File: src/rtl/inst_fetch_pkg.sv
// Shared definitions for the instruction fetch front end.
package inst_fetch_pkg;

  localparam int unsigned XLEN = 32;

  // All-zero word decodes as a NOP downstream.
  localparam logic [XLEN-1:0] INST_NOP = 32'h0;

  typedef enum logic [0:0] {
    StIdle = 1'b0,
    StRun  = 1'b1
  } fetch_state_e;

endpackage

File: src/rtl/inst_fetch_prefetch_fifo.sv
// Synchronous prefetch FIFO holding {pc, inst} pairs; pointers carry an extra wrap bit.
module inst_fetch_prefetch_fifo
  import inst_fetch_pkg::*;
#(
  parameter int unsigned DEPTH = 4,
  parameter int unsigned WIDTH = 2 * XLEN,
  localparam int unsigned AW = $clog2(DEPTH),
  localparam int unsigned PW = AW + 1
) (
  input  logic             i_clk,
  input  logic             i_rst_n,
  input  logic             i_push,
  input  logic             i_pop,
  input  logic             i_flush,
  input  logic [WIDTH-1:0] i_wdata,
  output logic [WIDTH-1:0] o_rdata,
  output logic [PW-1:0]    o_count,
  output logic             o_empty,
  output logic             o_full
);

  logic [PW-1:0]    wptr_q, wptr_d, rptr_q, rptr_d;
  logic [WIDTH-1:0] mem_q [DEPTH];
  logic             do_push, do_pop;

  // Status flags and pointer next-state; flush empties the FIFO and wins over push/pop.
  always_comb begin
    o_empty = (wptr_q == rptr_q);
    o_full  = (wptr_q[AW] != rptr_q[AW]) && (wptr_q[AW-1:0] == rptr_q[AW-1:0]);
    o_count = wptr_q - rptr_q;
    do_push = i_push && !o_full && !i_flush;
    do_pop  = i_pop && !o_empty && !i_flush;
    wptr_d  = wptr_q;
    rptr_d  = rptr_q;
    if (i_flush) begin
      wptr_d = '0;
      rptr_d = '0;
    end else begin
      if (do_push) wptr_d = wptr_q + PW'(1);
      if (do_pop)  rptr_d = rptr_q + PW'(1);
    end
  end

  // Pointer registers.
  always_ff @(posedge i_clk or negedge i_rst_n) begin
    if (!i_rst_n) begin
      wptr_q <= '0;
      rptr_q <= '0;
    end else begin
      wptr_q <= wptr_d;
      rptr_q <= rptr_d;
    end
  end

  // Storage needs no reset: entries are only read when the FIFO is non-empty.
  always_ff @(posedge i_clk) begin
    if (do_push) mem_q[wptr_q[AW-1:0]] <= i_wdata;
  end

  assign o_rdata = mem_q[rptr_q[AW-1:0]];

  // The fetch credit scheme must never deliver a word with nowhere to put it.
  push_when_full_a: assert property (@(posedge i_clk) disable iff (!i_rst_n) !(i_push && o_full));

endmodule

File: src/rtl/inst_fetch.sv
// Instruction fetch front end: issues word reads, buffers responses, presents them in order.
module inst_fetch
  import inst_fetch_pkg::*;
#(
  parameter int unsigned     DEPTH    = 4,
  parameter int unsigned     MAX_OUT  = 2,
  parameter logic [XLEN-1:0] RESET_PC = '0
) (
  input  logic            i_clk,
  input  logic            i_rst_n,
  input  logic            i_start,
  input  logic            i_redirect,
  input  logic [XLEN-1:0] i_redirect_pc,
  output logic            o_imem_req,
  output logic [XLEN-1:0] o_imem_addr,
  input  logic            i_imem_ready,
  input  logic            i_imem_rvalid,
  input  logic [XLEN-1:0] i_imem_rdata,
  output logic            o_inst_valid,
  output logic [XLEN-1:0] o_inst,
  output logic [XLEN-1:0] o_inst_pc,
  input  logic            i_inst_ready
);

  localparam int unsigned CntW = $clog2(DEPTH) + 1;
  localparam int unsigned OutW = $clog2(MAX_OUT + 1);

  fetch_state_e    state_q, state_d;
  logic [XLEN-1:0] fetch_pc_q, fetch_pc_d;
  logic [XLEN-1:0] resp_pc_q, resp_pc_d;
  logic [OutW-1:0] out_q, out_d;
  logic [OutW-1:0] drop_q, drop_d;

  logic            run, redirect, accept, rvalid, push, pop, credit_ok;
  logic [31:0]     in_use;
  logic [CntW-1:0] fifo_count;
  logic            fifo_empty, fifo_full;
  logic [2*XLEN-1:0] fifo_rdata;

  // Issue/response qualification; live words (buffered plus not-yet-dropped) bound issue.
  always_comb begin
    run        = (state_q == StRun);
    in_use     = 32'(fifo_count) + 32'(out_q) - 32'(drop_q);
    credit_ok  = (32'(out_q) < MAX_OUT) && (in_use < DEPTH) && !fifo_full;
    o_imem_req = run && credit_ok;
    accept     = o_imem_req && i_imem_ready;
    // A response with nothing outstanding belongs to a request lost to reset.
    rvalid     = i_imem_rvalid && (out_q != '0);
    redirect   = run && i_redirect;
    push       = rvalid && !redirect && (drop_q == '0);
    pop        = o_inst_valid && i_inst_ready && !redirect;
  end

  // FSM, PC and in-flight bookkeeping next-state.
  always_comb begin
    state_d    = state_q;
    fetch_pc_d = fetch_pc_q;
    resp_pc_d  = resp_pc_q;
    out_d      = out_q + OutW'(accept) - OutW'(rvalid);
    drop_d     = drop_q;
    case (state_q)
      StIdle:  if (i_start) state_d = StRun;
      default: state_d = StRun;
    endcase
    if (redirect) begin
      fetch_pc_d = i_redirect_pc;
      resp_pc_d  = i_redirect_pc;
      // Everything still in flight at the end of this cycle belongs to the old path.
      drop_d     = out_d;
    end else begin
      if (accept) fetch_pc_d = fetch_pc_q + 32'd1;
      if (push)   resp_pc_d  = resp_pc_q + 32'd1;
      if (rvalid && (drop_q != '0)) drop_d = drop_q - OutW'(1);
    end
  end

  // State registers.
  always_ff @(posedge i_clk or negedge i_rst_n) begin
    if (!i_rst_n) begin
      state_q    <= StIdle;
      fetch_pc_q <= RESET_PC;
      resp_pc_q  <= RESET_PC;
      out_q      <= '0;
      drop_q     <= '0;
    end else begin
      state_q    <= state_d;
      fetch_pc_q <= fetch_pc_d;
      resp_pc_q  <= resp_pc_d;
      out_q      <= out_d;
      drop_q     <= drop_d;
    end
  end

  inst_fetch_prefetch_fifo #(
    .DEPTH (DEPTH),
    .WIDTH (2 * XLEN)
  ) u_fifo (
    .i_clk   (i_clk),
    .i_rst_n (i_rst_n),
    .i_push  (push),
    .i_pop   (pop),
    .i_flush (redirect),
    .i_wdata ({resp_pc_q, i_imem_rdata}),
    .o_rdata (fifo_rdata),
    .o_count (fifo_count),
    .o_empty (fifo_empty),
    .o_full  (fifo_full)
  );

  assign o_imem_addr  = fetch_pc_q;
  assign o_inst_valid = !fifo_empty;
  assign o_inst       = fifo_empty ? INST_NOP : fifo_rdata[XLEN-1:0];
  // With nothing buffered, report the pc of the next word expected back.
  assign o_inst_pc    = fifo_empty ? resp_pc_q : fifo_rdata[2*XLEN-1:XLEN];

endmodule

File: config.mk
export PLATFORM = sky130hd
export DESIGN_NAME = inst_fetch
export DESIGN_NICKNAME = d
export VERILOG_FILES = /design/src/rtl/inst_fetch_pkg.sv /design/src/rtl/inst_fetch_prefetch_fifo.sv /design/src/rtl/inst_fetch.sv
export SDC_FILE = /design/constraint.sdc
export NUM_CORES = 1
export LEC_CHECK = 0
export ABC_AREA = 1
export BUFFER_PORTS_ARGS = -buffer_cell sky130_fd_sc_hd__buf_4
export CAP_MARGIN = 20
export CORE_MARGIN = 2
export CORE_UTILIZATION = 40
export DETAILED_ROUTE_END_ITERATION = 7
export HOLD_SLACK_MARGIN = 0.15
export PLACE_DENSITY = 0.6
export SLEW_MARGIN = 20
export SYNTH_ARGS = -nofsm -noshare
export SYNTH_HDL_FRONTEND = slang
export SYNTH_HIERARCHICAL = 1
export SYNTH_SLANG_ARGS = --single-unit
File: constraint.sdc
create_clock -name i_clk -period 10.69 [get_ports i_clk]
set_clock_uncertainty 0.05 [all_clocks]
set_input_delay 2.138 -clock i_clk [delete_from_list [all_inputs] [get_ports i_clk]]
set_output_delay 2.138 -clock i_clk [all_outputs]
set_load 0.005 [all_outputs]
==> impl_metrics.toml <==
[cells_and_area]
drive_gt1_frac = 0.1542
nets = 1957
antenna_cells = 0
design_area_sq_um = 18690
finish.utilization = 0.4716
area_growth_pct = 16.76

[yosys]
synth-seq-cells = 331
seq_area_frac_synth = 0.5974
yosys_warnings = 6
ys_types = 44
synth_ff_type = "edfxtp_1"
synth-edff-count = 256
syn-num-nets = 1814
yosys.area_share.xor_xnor = 0.007112
syn_inst = 1725
avgSynthCellArea_sq_um = 9.281
synthArstFlopShare = 0.2266
synth.area.mux_share = 0
yosys.area_share.simple = 0.2173
synth_top_family_by_area = "simple AND/OR/NAND/NOR gates"
synth_area_sq_um = 16010
synth_compound_area_frac = 0.1031
yosys.area_share.adder = 0.01500

[detailed_routing]
routed_wl_um = 43650
viasPerCell = 5.164
routed-via-count = 12490
dr.pass1.iters = 6
wl_per_cell_um = 18.04
ant_nets = 0
drt_iter0_markers = 831
drc = 0

[die]
start_util = 0.4039
ios = 169
die_h_um = 204.1
coreArea_sq_um = 39640
die_area_sq_um = 41640
std_cell_rows = 73
die_x_um = 204.1

[timing]
tns_ns = 0
tightestPinTransition_ns = 1.027
timing.hold.ws_ns = 0.4695
finalSetupViolations = 0
finalHoldViolCount = 0
grt_setup_unrepaired = "false"
fin_crit_sh = 0.5374
finalCriticalPeriod_ns = 5.745
max-slew-margin-rel = 0.3154
fmax_mhz = 174.1
slew_violations = 0

[clocking]
clock_latency_ns = 0.52
cts_sinks = 331
cts-htree-levels = 2
cts_resized = 0
root_buffer = "clkbuf_16"
cts_tree = "yes"
cts_setup_buffers = 0
clk_pin_slew_worst_paths_ns = 0.06
cts.path.max_buffers = 3
hold_buffers = 0
cts_made_buffers = 37

[pwr]
switching_share = 0.3164
p_seq_frac = 0.472
finalPower_mw = 3.691
p_comb_frac = 0.213
total_leakage_power_nw = 7.501
ir_drop_uv = 94.85
clkPwrFrac = 0.315
p_int_mw = 2.523
powerDensity_nw_per_um2 = 197.4
p_switching_mw = 1.168

[outcome]
outcome = "completed"

[critical_path]
max_stage_delay_ns = 0.60
cp.required_ns = 8.50
path_max_fanout = 61
crit_path_top_delay_cell = "o21ai_0"
cp-end-kind = "output pin"
path_class = "reg -> out"
crit_chain = "ha_1, nand2_1, inv_2, nand3_1, inv_1, buf_4, inv_2, o21ai_0, buf_4"
crit_arrival_ns = 3.56
start_kind = "flip-flop"
critPathBufInv = 5
crit_family = "buffers and inverters"

[worst_hold_path]
hold_class = "reg -> reg"

[job]
max_cap_viol_count = 0

[grt]
antenna_found_initial = 0
grt_usage = 0.2094
grt-ovfl-total = 0
grt_max_degree = 115
grt_pass1_wl_um = 67470
grt_pass1_vias = 11780

[place]
portBuffers = 168
dpl_cell_area_sq_um = 17600
place_hpwl_um = 28740
gp_congestion = 0.9046
-- placed cells by master (no fill, tap or decap), types with 15 or more instances in the layout --
master	count
buf_4	180
ha_1	16
o21ai_0	141
o21ai_1	47
a21oi_1	32
clkbuf_16	37
nand2_1	448
nor2_2	15
o22ai_1	65
nor2_1	283
edfxtp_1	256
nand3_1	59
inv_1	118
dfrtp_1	73
-- routing by layer --
layer	global-route usage	vias to the layer above	wire (um)
li1	-	6080	-
met1	0.2909	5917	19650
met2	0.3361	415	20110
met3	0.03141	79	2575
met4	0.07195	0	1307
met5	0	-	0
-- Yosys cell counts (all sizes together), types with 2 or more instances --
library cell  count  area, sq um
nand4            12        81.33
o211ai            3        22.52
nand3            62        332.8
nor3              2        10.01
o31ai             2        15.01
inv             131        494.2
xor2             12        105.1
a22oi             3        22.52
nand2           459         1758
fa                2        40.04
o22ai            65        406.6
dfrtp            75         1877
o21ai           189        949.7
clkinv            2        7.510
ha               16        200.2
or2               2        12.51
a21oi            35        186.4
edfxtp          256         7687
clkbuf           30        112.6
a31oi             4        25.02
buf              47        349.1
nor2            310         1270
-- final cells by class --
type,count,area (sq um)
multi-input cells,1184,5515
flip-flops and latches,331,9569
clock buffers,47,963.4
repair buffers,181,1363
inverters,133,501.7
fillers,3781,20950
well taps,525,656.9
clock inverters,18,125.1
-- power by group through the flow --
stage | Clock (mW) | Sequential [mW] | Combinational [mW]
floorplan | 0 | 1.69 | 0.455
global placement | 0 | 1.76 | 0.779
detailed placement | 0 | 1.76 | 0.794
CTS | 1.19 | 1.74 | 0.797
global route | 1.24 | 1.76 | 0.886
finish | 1.16 | 1.74 | 0.786
-- state kept, by name (all words and copies together), names as in the netlist --
register	flops
drop_q	2
o_imem_addr	32
out_q	2
resp_pc_q	32
run	1
u_fifo/mem_q	256
u_fifo/rptr_q	3
u_fifo/wptr_q	3
-- stage by stage --
step,setup slack [ns],cells
floorplan,4.473,1725
global placement,5.032,2354
detailed placement,4.945,2354
CTS,4.893,2419
global route,4.681,2419
finish,4.945,2419
-- kinds of logic after synthesis --
kind of cell / Yosys count
compound gates: 304
xor+xnor: 13
fa+ha+maj: 18
buf+inv: 210
flops: 331
simple gates: 849
-- final timing paths --
path                                         startpoint                           end  slack (ns)  cells past startpoint
min in group asynchronous                       i_rst_n   o_imem_addr[31]$_DFFE_PN0P_        1.55                      1
max reg2reg                u_fifo/wptr_q[0]$_DFFE_PN0P_    o_imem_addr[7]$_DFFE_PN0P_        6.60                     15
max                        u_fifo/rptr_q[0]$_DFFE_PN0P_                 o_inst_pc[10]        4.95                      9
min reg2reg                               run$_DFF_PN0_                 run$_DFF_PN0_        0.47                      1
max in group asynchronous                       i_rst_n  u_fifo/rptr_q[0]$_DFFE_PN0P_        8.06                      2
min                                       run$_DFF_PN0_                 run$_DFF_PN0_        0.47                      1
-- worst register-to-register path, delay by kind of cell, from the launching register on --
family	cells	cell delay, ns
AOI/OAI and AO/OA	1	0.29
adders and majority gates	4	1.39
buffers and inverters	5	0.74
DFF	1	0.43
and+or+nand+nor	5	1.09
Power figures use the tool's default switching activity.
